<file path="src/rtl/wb_arbiter.sv">
// wb_arbiter
//   Writeback arbiter for the general-purpose register file write port.
//   Merges single-cycle ALU results and multi-cycle load responses onto one
//   registered write port. Loads have priority, and one ALU result displaced
//   by a load is parked in a hold register. A pending-load scoreboard stalls
//   decode on RAW/WAW hazards against outstanding loads.
//
//   Optional feature macro: WB_LOAD_EXT_EN
//     defined   - sub-word extraction, sign/zero extension and misalign detect
//     undefined - load data written unmodified, O_misalign tied low
//
// Ports
//   clk, rst                      clock, asynchronous active-high reset
//   I_alu_valid/rd/data           ALU result; O_alu_ready accepts it
//   I_lsu_valid/rd/rdata          load response; O_lsu_ready accepts it
//   I_lsu_funct3, I_lsu_off       load type and byte offset in the word
//   I_ld_issue, I_ld_issue_rd     load issued this cycle, its destination
//   I_rs1_raddr/I_rs2_raddr/I_dec_rd  decode operands checked for hazards
//   O_stall                       decode must hold
//   O_rd_we/O_rd_waddr/O_rd_wdata registered register-file write port
//   O_misalign                    one-cycle pulse on a misaligned load
module wb_arbiter #(
  parameter int REG_NUM = 32,
  parameter int XLEN    = 32
) (
  input  logic            clk,
  input  logic            rst,
  input  logic            I_alu_valid,
  input  logic [4:0]      I_alu_rd,
  input  logic [XLEN-1:0] I_alu_data,
  output logic            O_alu_ready,
  input  logic            I_lsu_valid,
  input  logic [4:0]      I_lsu_rd,
  input  logic [XLEN-1:0] I_lsu_rdata,
  input  logic [2:0]      I_lsu_funct3,
  input  logic [1:0]      I_lsu_off,
  output logic            O_lsu_ready,
  input  logic            I_ld_issue,
  input  logic [4:0]      I_ld_issue_rd,
  input  logic [4:0]      I_rs1_raddr,
  input  logic [4:0]      I_rs2_raddr,
  input  logic [4:0]      I_dec_rd,
  output logic            O_stall,
  output logic            O_rd_we,
  output logic [4:0]      O_rd_waddr,
  output logic [XLEN-1:0] O_rd_wdata,
  output logic            O_misalign
);

  logic               lsu_ready_q;
  logic               hold_v;
  logic [4:0]         hold_rd;
  logic [XLEN-1:0]    hold_data;
  logic [REG_NUM-1:0] pend;
  logic [REG_NUM-1:0] pend_set;
  logic [REG_NUM-1:0] pend_clr;
  logic               lsu_acc;
  logic               alu_acc;
  logic [XLEN-1:0]    ld_data;
  logic               ld_mis;

  assign O_lsu_ready = lsu_ready_q;
  assign O_alu_ready = !hold_v;
  assign lsu_acc     = I_lsu_valid && lsu_ready_q;
  assign alu_acc     = I_alu_valid && !hold_v;

`ifdef WB_LOAD_EXT_EN
  logic [7:0]  ld_byte;
  logic [15:0] ld_half;

  // Load formatting: pick the addressed byte/halfword and extend it.
  // Every encoding that is not a byte or halfword load is a full-word load.
  always_comb begin
    case (I_lsu_off)
      2'd0:    ld_byte = I_lsu_rdata[7:0];
      2'd1:    ld_byte = I_lsu_rdata[15:8];
      2'd2:    ld_byte = I_lsu_rdata[23:16];
      default: ld_byte = I_lsu_rdata[31:24];
    endcase
    ld_half = I_lsu_off[1] ? I_lsu_rdata[31:16] : I_lsu_rdata[15:0];
    ld_data = I_lsu_rdata;
    ld_mis  = 1'b0;
    case (I_lsu_funct3)
      3'b000: ld_data = {{(XLEN-8){ld_byte[7]}}, ld_byte};
      3'b100: ld_data = {{(XLEN-8){1'b0}}, ld_byte};
      3'b001: begin
        ld_data = {{(XLEN-16){ld_half[15]}}, ld_half};
        ld_mis  = I_lsu_off[0];
      end
      3'b101: begin
        ld_data = {{(XLEN-16){1'b0}}, ld_half};
        ld_mis  = I_lsu_off[0];
      end
      default: ld_mis = (I_lsu_off != 2'd0);
    endcase
  end
`else
  // The LSU delivers pre-formatted data; type and offset are not used.
  wire unused_ld_fmt = &{1'b0, I_lsu_funct3, I_lsu_off};

  assign ld_data = I_lsu_rdata;
  assign ld_mis  = 1'b0;
`endif

  // Scoreboard update vectors; a set of the same bit overrides its clear.
  always_comb begin
    pend_set = '0;
    pend_clr = '0;
    if (I_ld_issue && (I_ld_issue_rd != 5'd0)) pend_set[I_ld_issue_rd] = 1'b1;
    if (lsu_acc) pend_clr[I_lsu_rd] = 1'b1;
  end

  assign O_stall = ((I_rs1_raddr != 5'd0) && pend[I_rs1_raddr]) ||
                   ((I_rs2_raddr != 5'd0) && pend[I_rs2_raddr]) ||
                   ((I_dec_rd    != 5'd0) && pend[I_dec_rd]);

  // Write select: accepted load, else parked ALU result, else live ALU
  // result. An ALU result accepted alongside a load is parked for later.
  always_ff @(posedge clk or posedge rst) begin
    if (rst) begin
      lsu_ready_q <= 1'b0;
      hold_v      <= 1'b0;
      hold_rd     <= '0;
      hold_data   <= '0;
      pend        <= '0;
      O_rd_we     <= 1'b0;
      O_rd_waddr  <= '0;
      O_rd_wdata  <= '0;
      O_misalign  <= 1'b0;
    end else begin
      lsu_ready_q <= 1'b1;
      pend        <= (pend & ~pend_clr) | pend_set;
      O_misalign  <= 1'b0;
      if (lsu_acc) begin
        O_rd_we    <= (I_lsu_rd != 5'd0) && !ld_mis;
        O_rd_waddr <= I_lsu_rd;
        O_rd_wdata <= ld_data;
        O_misalign <= ld_mis;
        if (alu_acc) begin
          hold_v    <= 1'b1;
          hold_rd   <= I_alu_rd;
          hold_data <= I_alu_data;
        end
      end else if (hold_v) begin
        O_rd_we    <= (hold_rd != 5'd0);
        O_rd_waddr <= hold_rd;
        O_rd_wdata <= hold_data;
        hold_v     <= 1'b0;
      end else if (alu_acc) begin
        O_rd_we    <= (I_alu_rd != 5'd0);
        O_rd_waddr <= I_alu_rd;
        O_rd_wdata <= I_alu_data;
      end else begin
        O_rd_we <= 1'b0;
      end
    end
  end

endmodule
</file>
<file path="config.mk">
export PLATFORM = sky130hd
export DESIGN_NAME = wb_arbiter
export DESIGN_NICKNAME = d
export VERILOG_FILES = /design/src/rtl/wb_arbiter.sv
export SDC_FILE = /design/constraint.sdc
export NUM_CORES = 1
export LEC_CHECK = 0
export CORE_MARGIN = 1
export CORE_UTILIZATION = 45
export DETAILED_ROUTE_END_ITERATION = 8
export GPL_TIMING_DRIVEN = 0
export HOLD_SLACK_MARGIN = 0.15
export PLACE_DENSITY = 0.87
export SKIP_CTS_REPAIR_TIMING = 1
export SYNTH_ARGS = -nofsm -noshare
export SYNTH_HDL_FRONTEND = slang
export SYNTH_SLANG_ARGS = --single-unit
</file>
<file path="constraint.sdc">
create_clock -name clk -period 4.3 [get_ports clk]
set_clock_uncertainty 0.2 [all_clocks]
set_input_delay 1.29 -clock clk [delete_from_list [all_inputs] [get_ports clk]]
set_output_delay 1.29 -clock clk [all_outputs]
set_load 0.1 [all_outputs]
</file>
==> out/results.txt, run 1 <==
Outcome -> finished, violations left
Failing checks -> negative setup slack
Most used flip-flop cell after synthesis -> dfrtp_1
Gate power share -> 0.334
Dominant combinational cell family by area after synthesis -> multiplexers
Clk Latency, worst-skew pair -> 350 ps
Max clock buf depth -> 2
Final HPWL from detailed placement -> 12.5 mm
Global placement routability congestion -> 0.854
Total leakage power -> 0.00310 uW
Distinct cells, synth -> 43
Residual DRC count -> 0
Internal portion of total power -> 2140 uW
Min-delay worst type -> register to register
# Max-Cap Violations -> 0
Adder and majority cell fraction of the synthesized area -> 0
Die Outline Area -> 0.0133 mm2
DR WL/cell -> 19.1 um
Total wirelength of the detailed-routed design -> 16.9 mm
Pwr/cell area -> 433 mW/mm2
Length of routed wiring on met1 -> 6.17 mm
RSZ-0062 raised after global routing -> yes
Vias per cell -> 5.86
Final-report hold violation count -> 0
Register-to-register path setup slack -> 2120 ps
Most frequent cells in the layout -> clkdlybuf4s50_1, dfrtp_1, o21ai_0
Largest net degree at the start of global routing -> 45
Number of buffers created by CTS -> 9
Number of DRC violations after detailed-routing iteration 0 -> 327
Number of search-and-repair iterations in the first detailed-routing pass -> 5
Flop pwr share -> 0.408
Area fraction in compound gates after synthesis -> 0.141
I/O pin count -> 146
Number of nets in the finished design -> 811
Async S/R FF share, synth -> 1.00
Worst slew margin relative to its limit -> 0.311
Crit end category -> output port
Startpoint class of the critical path -> input pin
Met3 wire length -> 1.68 mm
Switch share -> 0.364
Max Transition Viols Final -> 0
Maximum fanout along the worst path -> 5
First-pass GRT wire length -> 27.1 mm
Critical path required time -> 2810 ps
Number of enable flip-flop cells after synthesis -> 0
Final antenna-violating net count -> 0
Clock tree from TritonCTS -> built
Post-Layout Inst Area -> 0.00777 mm2
Cell Area, Placed -> 0.00738 mm2
CTS Root Cell -> clkbuf_16
Area fraction in and, or, nand and nor cells after synthesis -> 0.124
YS warnings -> 0
Mapped Area -> 0.00579 mm2
Vias in the first global route -> 5451
Clock power frac -> 0.258
Synth area leaders -> dfrtp_1, mux2i_1, o21ai_0
Mux cell area share after synthesis -> 0.225
Clock Sinks -> 109
Minimum clock period after layout -> 4480 ps
Total overflow reported by the global router -> 0
Arrival time reported for the critical path endpoint -> 2990 ps
Leading cell type in the layout, fill and taps excluded -> clkdlybuf4s50_1
CTS clk-pin slew, worst paths -> 70 ps
Post-synth top area share -> 0.471
Synth Area in XOR/XNOR -> 0
Starting utilization of the core area -> 0.461
Switch Pwr -> 1230 uW
Horizontal extent of the die -> 115 um
Number of failing setup endpoints in the final timing report -> 1
Number of antenna violations at the first check in global routing -> 0
Final WS setup -> -179 ps
Die Height -> 115 um
Std-Cell Core Area -> 0.0126 mm2
Share of final-layout standard cells stronger than drive strength 1 -> 0.154
Number of port buffers -> 131
Area added between synthesis and finish -> 34.2%
Antenna Diode Count -> 0
Count of H-tree levels built during CTS -> 3
Syn_area_per_cell -> 10.4 um2
Routed wire length on met2 -> 8.48 mm
Number of register bits inferred by synthesis -> 109
Post-Synthesis Cells -> 557
Highest Signal Layer -> met4
Syn_nets -> 661
Final Cycle Share -> 1.04
All-layer global routing usage -> 0.265
Pin slew with the least headroom to its limit -> 1030 ps
Maximum ir drop on the vdd rail -> 0.275 mV
Dominant cell type by area after synthesis -> dfrtp_1
Type of the worst setup path -> input pin to output port
Number of rows created at floorplan -> 41
Fmax -> 223 MHz
Overall via count from detail_route -> 5184
Post-synthesis sequential area ratio -> 0.471
Post-Route Setup TNS -> -179 ps
[synthesized netlist by cell type (all sizes together) (4+ instances only)]
master    n
a21oi    39
buf      24
clkbuf   13
dfrtp   109
mux2     39
mux2i    52
mux4     15
nand2    48
nand3    10
nand3b   12
nor2     42
nor2b     5
nor3      4
nor3b     5
o21ai   102
or3b      4
[power by group through the flow]
stage,clock [uW],sequential (uW),combinational (uW)
floorplan,0,1680,432
global placement,0,1360,1060
detailed placement,0,1380,1100
CTS,870,1370,1100
global route,921,1400,1190
finish,867,1370,1120
[kinds of logic after synthesis]
kind of cell	Yosys count
AOI/OAI and AO/OA	155
and+or+nand+nor	144
DFF	109
muxes	106
buffers and inverters	41
other	2
[metrics by stage]
step / instances / worst slack [ps] / hold WS [ps] / utilization / power [uW]
global placement: 860 / -1250 / 261 / 0.584 / 2420
global route: 884 / -374 / 303 / 0.618 / 3510
detailed placement: 862 / -1260 / 275 / 0.587 / 2480
CTS: 878 / -1270 / 290 / 0.612 / 3340
finish: 884 / -179 / 287 / 0.618 / 3360
floorplan: 557 / -442 / 270 / - / 2120
[area by class of cell]
cell class | instances | area, um2
multi-input cells | 407 | 2860
flip-flops and latches | 109 | 2730
fillers | 1000 | 4800
repair buffers | 139 | 1410
clock buffers | 13 | 270
plain buffers | 38 | 235
clock inverters | 3 | 42.5
inverters | 3 | 15.0
well taps | 172 | 215
[metal layers]
metal | global-route usage | vias to the layer above
li1 | - | 2320
met1 | 0.302 | 2529
met2 | 0.455 | 276
met3 | 0.0884 | 59
met4 | 0.115 | 0
met5 | 0 | -
[sequential cells by signal (all words and copies together), names as in the netlist]
register	cells
O_rd_we	1
hold_v	1
O_rd_wdata	32
O_rd_waddr	5
hold_data	32
hold_rd	5
pend	32
O_lsu_ready	1
[critical path, cell delays in order]
cell            delay (ps)
dlymetal6s2s_1         210
nor2b_1                100
a2111oi_0              560
a221oi_1               140
nand4b_1               140
and4_1                 210
nand4_1                140
buf_12                 200
[path summary, 6_finish.rpt]
kind                       depth (start not counted)            from            end
min reg2reg                                        2   O_rd_wdata[4]  O_rd_wdata[4]
min in group asynchronous                          2             rst  O_rd_wdata[4]
max in group asynchronous                          3             rst  hold_data[25]
max                                                8  I_rs2_raddr[2]        O_stall
max reg2reg                                        5     O_lsu_ready  O_rd_wdata[0]
min                                                2   O_rd_wdata[4]  O_rd_wdata[4]
Power figures use the tool's default switching activity.
==> inputs of run 2 (changes only) <==
- TNS_END_PERCENT: default -> 20
==> results of run 2 <==
Final layout, timing and power as in run 1 (identical DEF).
